<file path="config.mk">
export PLATFORM = sky130hd
export DESIGN_NAME = qdr_vacc_arb_flat
export DESIGN_NICKNAME = d
export VERILOG_FILES = /design/src/rtl/qdr_vacc_arb_if.sv /design/src/rtl/qdr_vacc_arb.sv /design/src/flat_wrapper.sv
export SDC_FILE = /design/constraint.sdc
export NUM_CORES = 1
export LEC_CHECK = 0
export BUFFER_PORTS_ARGS = -buffer_cell sky130_fd_sc_hd__buf_4
export CAP_MARGIN = 0
export CORE_UTILIZATION = 25
export DETAILED_ROUTE_END_ITERATION = 12
export HOLD_SLACK_MARGIN = 0.12
export PLACE_DENSITY = 0.46
export SKIP_LAST_GASP = 1
export SYNTH_ARGS = -nofsm -noshare
export SYNTH_HDL_FRONTEND = slang
export SYNTH_SLANG_ARGS = --single-unit
</file>
<file path="constraint.sdc">
create_clock -name clk -period 4.4 [get_ports clk]
set_input_delay 0.88 -clock clk [delete_from_list [all_inputs] [get_ports clk]]
set_output_delay 0.88 -clock clk [all_outputs]
set_load 0.005 [all_outputs]
</file>
<file path="src/rtl/qdr_vacc_arb_if.sv">
// Bus bundle for qdr_vacc_arb: port A commands, port B request/ack,
// returned read data for both ports, and the registered QDR command side.
interface qdr_vacc_arb_if #(
  parameter int ADDR_BITS = 12,
  parameter int DATA_BITS = 36
);
  // Port A (vacc controller, never stalled)
  logic                 a_we;
  logic                 a_re;
  logic [ADDR_BITS-1:0] a_addr;
  logic [DATA_BITS-1:0] a_wdata;
  logic [DATA_BITS-1:0] a_rdata;
  logic                 a_rvld;
  // Port B (register access, request/acknowledge)
  logic                 b_req;
  logic                 b_we;
  logic [ADDR_BITS-1:0] b_addr;
  logic [DATA_BITS-1:0] b_wdata;
  logic                 b_ack;
  logic [DATA_BITS-1:0] b_rdata;
  logic                 b_rvld;
  // Status
  logic                 b_starved;
  logic                 a_clash;
  // QDR side
  logic                 qdr_we;
  logic                 qdr_re;
  logic [ADDR_BITS-1:0] qdr_addr;
  logic [DATA_BITS-1:0] qdr_wdata;
  logic [DATA_BITS-1:0] qdr_rdata;

  // Arbiter view
  modport slave (
    input  a_we, a_re, a_addr, a_wdata,
    output a_rdata, a_rvld,
    input  b_req, b_we, b_addr, b_wdata,
    output b_ack, b_rdata, b_rvld,
    output b_starved, a_clash,
    output qdr_we, qdr_re, qdr_addr, qdr_wdata,
    input  qdr_rdata
  );

  // Driver view (controller, register port and QDR together)
  modport master (
    output a_we, a_re, a_addr, a_wdata,
    input  a_rdata, a_rvld,
    output b_req, b_we, b_addr, b_wdata,
    input  b_ack, b_rdata, b_rvld,
    input  b_starved, a_clash,
    input  qdr_we, qdr_re, qdr_addr, qdr_wdata,
    output qdr_rdata
  );
endinterface

</file>
<file path="src/rtl/qdr_vacc_arb.sv">
// Two-port QDR command arbiter. Port A has absolute priority; port B is
// acked on any cycle A is idle. All QDR commands are registered, and read
// data is steered back to its issuing port by an ownership pipeline whose
// depth matches the QDR read latency.
module qdr_vacc_arb #(
  parameter int ADDR_BITS    = 12,
  parameter int DATA_BITS    = 36,
  parameter int QDR_LATENCY  = 10,
  parameter int STARVE_LIMIT = 1024,
  parameter int STARVE_BITS  = 11
) (
  input  logic           clk,
  input  logic           rst_n,
  qdr_vacc_arb_if.slave  bus
);

  localparam int PIPE_DEPTH = QDR_LATENCY + 1;
  localparam logic [STARVE_BITS-1:0] STARVE_MAX = STARVE_BITS'(STARVE_LIMIT);

  logic a_cmd, a_rd, b_ack, b_rd;

  logic                   qdr_we_q, qdr_we_d;
  logic                   qdr_re_q, qdr_re_d;
  logic [ADDR_BITS-1:0]   qdr_addr_q, qdr_addr_d;
  logic [DATA_BITS-1:0]   qdr_wdata_q, qdr_wdata_d;
  // Each entry is {read issued by A, read issued by B}
  logic [1:0]             pipe_q [PIPE_DEPTH];
  logic [1:0]             pipe_d [PIPE_DEPTH];
  logic                   a_rvld_q, a_rvld_d;
  logic                   b_rvld_q, b_rvld_d;
  logic [DATA_BITS-1:0]   a_rdata_q, a_rdata_d;
  logic [DATA_BITS-1:0]   b_rdata_q, b_rdata_d;
  logic [STARVE_BITS-1:0] starve_cnt_q, starve_cnt_d;
  logic                   b_starved_q, b_starved_d;
  logic                   a_clash_q, a_clash_d;

  // Arbitration: A wins; a simultaneous A write+read keeps only the write
  always_comb begin
    a_cmd = bus.a_we | bus.a_re;
    a_rd  = bus.a_re & ~bus.a_we;
    b_ack = rst_n & bus.b_req & ~a_cmd;
    b_rd  = b_ack & ~bus.b_we;
  end

  // Next command register contents; address/data hold when nothing issues
  always_comb begin
    qdr_we_d    = bus.a_we | (b_ack & bus.b_we);
    qdr_re_d    = a_rd | b_rd;
    qdr_addr_d  = qdr_addr_q;
    qdr_wdata_d = qdr_wdata_q;
    if (a_cmd) begin
      qdr_addr_d  = bus.a_addr;
      qdr_wdata_d = bus.a_wdata;
    end else if (b_ack) begin
      qdr_addr_d  = bus.b_addr;
      qdr_wdata_d = bus.b_wdata;
    end
  end

  // Ownership shift and read-data steering from the pipeline tail
  always_comb begin
    pipe_d[0] = {a_rd, b_rd};
    for (int i = 1; i < PIPE_DEPTH; i++) begin
      pipe_d[i] = pipe_q[i-1];
    end
    a_rvld_d  = pipe_q[PIPE_DEPTH-1][1];
    b_rvld_d  = pipe_q[PIPE_DEPTH-1][0];
    a_rdata_d = a_rvld_d ? bus.qdr_rdata : a_rdata_q;
    b_rdata_d = b_rvld_d ? bus.qdr_rdata : b_rdata_q;
  end

  // Starvation counter (saturating) and the two sticky status flags
  always_comb begin
    starve_cnt_d = starve_cnt_q;
    if (!bus.b_req || b_ack) begin
      starve_cnt_d = '0;
    end else if (starve_cnt_q != STARVE_MAX) begin
      starve_cnt_d = starve_cnt_q + 1'b1;
    end
    b_starved_d = b_starved_q | (starve_cnt_d == STARVE_MAX);
    a_clash_d   = a_clash_q | (bus.a_we & bus.a_re);
  end

  // State register; reset also flushes in-flight read ownership
  always_ff @(posedge clk) begin
    if (!rst_n) begin
      qdr_we_q     <= 1'b0;
      qdr_re_q     <= 1'b0;
      qdr_addr_q   <= '0;
      qdr_wdata_q  <= '0;
      for (int i = 0; i < PIPE_DEPTH; i++) begin
        pipe_q[i] <= '0;
      end
      a_rvld_q     <= 1'b0;
      b_rvld_q     <= 1'b0;
      a_rdata_q    <= '0;
      b_rdata_q    <= '0;
      starve_cnt_q <= '0;
      b_starved_q  <= 1'b0;
      a_clash_q    <= 1'b0;
    end else begin
      qdr_we_q     <= qdr_we_d;
      qdr_re_q     <= qdr_re_d;
      qdr_addr_q   <= qdr_addr_d;
      qdr_wdata_q  <= qdr_wdata_d;
      for (int i = 0; i < PIPE_DEPTH; i++) begin
        pipe_q[i] <= pipe_d[i];
      end
      a_rvld_q     <= a_rvld_d;
      b_rvld_q     <= b_rvld_d;
      a_rdata_q    <= a_rdata_d;
      b_rdata_q    <= b_rdata_d;
      starve_cnt_q <= starve_cnt_d;
      b_starved_q  <= b_starved_d;
      a_clash_q    <= a_clash_d;
    end
  end

  assign bus.b_ack     = b_ack;
  assign bus.qdr_we    = qdr_we_q;
  assign bus.qdr_re    = qdr_re_q;
  assign bus.qdr_addr  = qdr_addr_q;
  assign bus.qdr_wdata = qdr_wdata_q;
  assign bus.a_rvld    = a_rvld_q;
  assign bus.b_rvld    = b_rvld_q;
  assign bus.a_rdata   = a_rdata_q;
  assign bus.b_rdata   = b_rdata_q;
  assign bus.b_starved = b_starved_q;
  assign bus.a_clash   = a_clash_q;

endmodule

</file>
<file path="src/flat_wrapper.sv">
// flat-port wrapper written by rule: the top's interface ports become plain ports
module qdr_vacc_arb_flat 
#(
  parameter int ADDR_BITS    = 12,
  parameter int DATA_BITS    = 36,
  parameter int QDR_LATENCY  = 10,
  parameter int STARVE_LIMIT = 1024,
  parameter int STARVE_BITS  = 11
)
  (clk, rst_n, bus_a_we, bus_a_re, bus_a_addr, bus_a_wdata, bus_a_rdata, bus_a_rvld, bus_b_req, bus_b_we, bus_b_addr, bus_b_wdata, bus_b_ack, bus_b_rdata, bus_b_rvld, bus_b_starved, bus_a_clash, bus_qdr_we, bus_qdr_re, bus_qdr_addr, bus_qdr_wdata, bus_qdr_rdata);
  qdr_vacc_arb_if #(.ADDR_BITS(ADDR_BITS), .DATA_BITS(DATA_BITS)) bus_i ();
  input  logic clk;
  input  logic rst_n;
  input wire logic [$bits(bus_i.a_we)-1:0] bus_a_we;
  input wire logic [$bits(bus_i.a_re)-1:0] bus_a_re;
  input wire logic [$bits(bus_i.a_addr)-1:0] bus_a_addr;
  input wire logic [$bits(bus_i.a_wdata)-1:0] bus_a_wdata;
  output wire logic [$bits(bus_i.a_rdata)-1:0] bus_a_rdata;
  output wire logic [$bits(bus_i.a_rvld)-1:0] bus_a_rvld;
  input wire logic [$bits(bus_i.b_req)-1:0] bus_b_req;
  input wire logic [$bits(bus_i.b_we)-1:0] bus_b_we;
  input wire logic [$bits(bus_i.b_addr)-1:0] bus_b_addr;
  input wire logic [$bits(bus_i.b_wdata)-1:0] bus_b_wdata;
  output wire logic [$bits(bus_i.b_ack)-1:0] bus_b_ack;
  output wire logic [$bits(bus_i.b_rdata)-1:0] bus_b_rdata;
  output wire logic [$bits(bus_i.b_rvld)-1:0] bus_b_rvld;
  output wire logic [$bits(bus_i.b_starved)-1:0] bus_b_starved;
  output wire logic [$bits(bus_i.a_clash)-1:0] bus_a_clash;
  output wire logic [$bits(bus_i.qdr_we)-1:0] bus_qdr_we;
  output wire logic [$bits(bus_i.qdr_re)-1:0] bus_qdr_re;
  output wire logic [$bits(bus_i.qdr_addr)-1:0] bus_qdr_addr;
  output wire logic [$bits(bus_i.qdr_wdata)-1:0] bus_qdr_wdata;
  input wire logic [$bits(bus_i.qdr_rdata)-1:0] bus_qdr_rdata;
  assign bus_i.a_we = bus_a_we;
  assign bus_i.a_re = bus_a_re;
  assign bus_i.a_addr = bus_a_addr;
  assign bus_i.a_wdata = bus_a_wdata;
  assign bus_a_rdata = bus_i.a_rdata;
  assign bus_a_rvld = bus_i.a_rvld;
  assign bus_i.b_req = bus_b_req;
  assign bus_i.b_we = bus_b_we;
  assign bus_i.b_addr = bus_b_addr;
  assign bus_i.b_wdata = bus_b_wdata;
  assign bus_b_ack = bus_i.b_ack;
  assign bus_b_rdata = bus_i.b_rdata;
  assign bus_b_rvld = bus_i.b_rvld;
  assign bus_b_starved = bus_i.b_starved;
  assign bus_a_clash = bus_i.a_clash;
  assign bus_qdr_we = bus_i.qdr_we;
  assign bus_qdr_re = bus_i.qdr_re;
  assign bus_qdr_addr = bus_i.qdr_addr;
  assign bus_qdr_wdata = bus_i.qdr_wdata;
  assign bus_i.qdr_rdata = bus_qdr_rdata;
  qdr_vacc_arb #(.ADDR_BITS(ADDR_BITS), .DATA_BITS(DATA_BITS), .QDR_LATENCY(QDR_LATENCY), .STARVE_LIMIT(STARVE_LIMIT), .STARVE_BITS(STARVE_BITS)) u_core (.clk(clk), .rst_n(rst_n), .bus(bus_i));
endmodule
</file>
== Yosys cells after proc, flatten, opt, wreduce, memory -nomap -nowiden ==
Memories as Yosys holds them, arrays and structs flattened.
Cells that the tools add are included.
Word-level totals
  register bits after elaboration: 137
  memory bits (writable): 22
  input port bits: 138
  output and inout port bits: 127
  word-level logic and storage cells: 62
  memories: 1
Memories
  u_core.pipe_q: words 11, width 2, read ports 11, clocked after memory_dff 0, write ports 11, RTL line qdr_vacc_arb.sv:27  | logic [1:0] pipe_q [PIPE_DEPTH];
Operators by class
  $add $sub $neg: 1
  equality and inequality tests: 2
  multiplexer cells: 19
  bitwise logic cells: 25
  reductions and logical operators: 3
Operators by type and width (count)
  $mux W36: 2
  $mux W12: 2
  $mux W11: 2
  $mux W2: 11
  $or A1 B1 Y1: 16
  $add A11 B1 Y11 const B: 1
  $eq A11 B11 Y1 const B: 1
  $ne A11 B11 Y1 const B: 1
  $and A1 B1 Y1: 6
  $not A1 Y1: 3
  $mux W1: 2
  $reduce_bool A2 Y1: 1
  $logic_not A1 Y1: 1
  $logic_or A1 B1 Y1: 1

== Longest topological paths before layout ==
  word-level depth: 7
  depth in mapped cells: 7
  mapped depth without buffers: 7

== Worst setup path after synthesis ==
OpenSTA, ideal clock, no wires.
  path kind: input-to-output
  from: in bus_b_req
  to: out bus_b_ack
  data arrival time: 1.794 ns
  data required time: 3.520 ns
  path slack: 1.726 ns
  cell stages on the path: 4
  path buffers: 2
  cells stage by stage: clkbuf_1 clkbuf_1 nand3_1 inv_1
Between the ends
  cells in the longest elaborated chain, start to end: 2
RTL lines
  from (decl): RTL line flat_wrapper.sv:20  | input wire logic [$bits(bus_i.b_req)-1:0] bus_b_req;
  $and A1 B1 Y1 (2 in a row): RTL line qdr_vacc_arb.sv:41  | b_ack = rst_n & bus.b_req & ~a_cmd;
  to (decl): RTL line flat_wrapper.sv:24  | output wire logic [$bits(bus_i.b_ack)-1:0] bus_b_ack;
Every way passes these cells.

== Worst setup path in the final report ==
  from: in rst_n
  to: out bus_b_ack
Between the ends
  cells in the longest elaborated chain, start to end: 2
RTL lines
  from (decl): RTL line flat_wrapper.sv:13  | input logic rst_n;
  $and A1 B1 Y1 (2 in a row): RTL line qdr_vacc_arb.sv:41
Every way passes these cells.

==> metrics.txt <==
status=finished, final reports clean; P_sw=0.0007871 W; ANT cells=0; Max Clock Freq=425.2 MHz; Mapped Area=5959 um^2; Clock Tree Buf Depth=2; vias per cell=4.242; Largest delay share family, worst path=buffers and inverters; DR vias=4959; total CTS buffers=17; top-count cell post-synth=dfxtp_1; worst hold-check path type=reg2reg; Worst setup EP type=output pin; crit path buf inv count=3; DPL Wire Length=11.81 mm; root buffer cell=clkbuf_16; Seq pwr share=44.6%; Routed WL=17.06 mm; CP Launch Type=input pin; synth unique cells=37; total grt overflow=0; DR DRC count=0; Cells after Synth=587; initial antenna violation count=0; Final setup viols=0; P_leak=3.783 nW; post-route setup slack=2048 ps; worst-path maximum fanout=30; CP Data Required Time=3520 ps; leading register cell type out of synthesis=dfxtp_1; Die H=156.4 um; # hold bufs at CTS=0; final hold viol count=0; Overall Global Routing Usage=13.97%; Peak supply drop=0.0002507 V; Synth-to-Final Area Change=48.71%; total negative setup slack=0 ps; Iteration-0 DRC Markers=212; synth top area cells=dfxtp_1 (53%), mux2i_1 (20%), nor2_1 (8.8%), a211oi_1 (6.0%), and2_1 (2.3%); Avg Inst Size Synth=10.15 um^2; 1st-pass router iterations=6; Ports=265; Max-cap violations=0; Int Power=0.002565 W; crit share post-route=53.45%; synth warn=0; Post-synth EDFFs=0; Synth Register Bits=159; Reg clk slew, reported paths=70 ps; post-synth net total=727; vias in the first global route=4996; die area=24460 um^2; Final #Nets=977; crit-path max cell delay=230 ps; Port Buffers=264; actual slew at the worst max-slew pin=958.9 ps; chip width=156.4 um; # fillers=2456; core area=23400 um^2; relative slew slack=36.07%; combinational power share=8.6%; RSZ-0062 raised after global routing=false; M3 GR Usage=6.563%; H-tree Lvls=4; setup repair bufs after CTS=0; Worst Min Path Start=u_core.pipe_q[0][15]$_SDFF_PN0_; Worst-Skew Late Latency=410 ps; CP Cell Sequence=buf_4 -> nand3_1 -> inv_1 -> buf_4; Post-synth top cells=dfxtp_1 (159), nor2_1 (139), mux2i_1 (121); met2 Usage GRT=22.28%; pwr/cell area=378.2 nW/um^2; Final Wtd Congestion=0.7347; Async SR Flop Fraction=0%; pre-CTS WS=1963 ps; Critical Path AT=1470 ps; CTS tree=built; CP most frequent cell=buf_4; first-pass GRT wire length=26.53 mm; M1 GR Usage=16.52%; starting density of the core=25.47%; crit path max-delay cell type=buf_4; Clock power frac=46.7%; Pins Over Slew Limit=0; sinks on the clock net=159; Site Rows=56; largest net degree at the start of global routing=97; GR peak layer=met2; Sw Share=23.48%; worst setup path class=in2out; fin crit period=2352 ps; Antenna Nets Post-Route=0; Final Skew=8.660 ps; post-CTS sizing=0; wire per inst=14.59 um; Critical path origin=rst_n; Synth top area share=53.41%; Worst R2R Start=u_core.starve_cnt_q[0]$_SDFF_PN0_; largest area contributor in the netlist=dfxtp_1; share of layout cells above drive strength 1=36.47%; Seq/Total Area, Yosys=53.41%
==> registers in the layout, summed over array words and instances, names as in the netlist <==
signal	cells
u_core.bus.b_starved	1
u_core.bus.a_clash	1
u_core.bus.a_rvld	1
u_core.bus.b_rvld	1
u_core.starve_cnt_q	11
u_core.bus.qdr_wdata	36
u_core.bus.a_rdata	36
u_core.bus.qdr_addr	12
u_core.bus.b_rdata	36
u_core.bus.qdr_re	1
u_core.pipe_q	22
u_core.bus.qdr_we	1
==> per-layer routing <==
metal | wire length, um | vias up
li1 | - | 2523
met1 | 7479 | 2218
met2 | 7553 | 205
met3 | 1824 | 13
met4 | 198 | 0
met5 | 0 | -
==> logic make-up after synthesis <==
logic type / share of synthesized area [%]
compound gates: 8.146
xor+xnor: 0.8818
fa+ha+maj: 0.4198
buf+inv: 3.023
flops: 53.41
mux: 20.32
simple gates: 13.79
==> worst paths after layout <==
check,endpoint,slack [ps],cells after the start
hold / removal,u_core.pipe_q[0][17]$_SDFF_PN0_,430,1
setup / recovery,bus_b_ack,2050,4
setup reg to reg,u_core.bus.b_starved$_SDFF_PN0_,2410,7
hold reg to reg,u_core.pipe_q[0][17]$_SDFF_PN0_,430,1
==> layout by cell type (no fill, tap or decap), types with 2 or more instances in the layout <==
master and n:
buf_4 271, nand4_1 3, clkbuf_16 17, nor4_1 2, inv_1 4, dfxtp_1 157, a21oi_1 6, nand2_1 5
clkinvlp_4 3, inv_6 4, nor3_1 4, and2_1 22, a211oi_1 48, nand3_1 5, ha_1 2, o211ai_1 2
nor2_1 138, xor2_1 2, xnor2_1 4, inv_8 2, o21ai_0 2, mux2i_1 121, dfxtp_2 2, bufinv_16 3
==> stage by stage <==
step,hold slack (ps),area [um^2],total power (W),cells,util (%)
after floorplan,411.9,5959,0.001636,587,-
after global placement,413.1,8244,0.001823,1137,35.23
after detailed placement,418.1,8244,0.001820,1137,35.23
after CTS,433.2,8862,0.003412,1169,37.87
after global routing,443.2,8862,0.003498,1169,37.87
final,428.6,8862,0.003352,1169,37.87
==> area by class of cell <==
class / instances / area [um^2] / share of cell area [%]
Sequential cell: 159 / 3186 / 35.95
Multi-Input combinational cell: 383 / 2604 / 29.38
Timing Repair Buffer: 271 / 2034 / 22.96
Clock buffer: 19 / 442.9 / 4.998
Tap cell: 319 / 399.1 / 4.504
Clock inverter: 13 / 175.2 / 1.977
Inverter: 5 / 21.27 / 0.2400
==> power groups by stage <==
stage	registers, W	clock network [W]	logic [W]
6_report	0.00150	0.00157	0.000289
5_1_grt	0.00150	0.00168	0.000319
4_1_cts	0.00150	0.00162	0.000294
3_5_place_dp	0.00153	0	0.000294
3_3_place_gp	0.00153	0	0.000294
2_1_floorplan	0.00153	0	0.000108
Note: power is estimated with default switching activity, not from simulation.
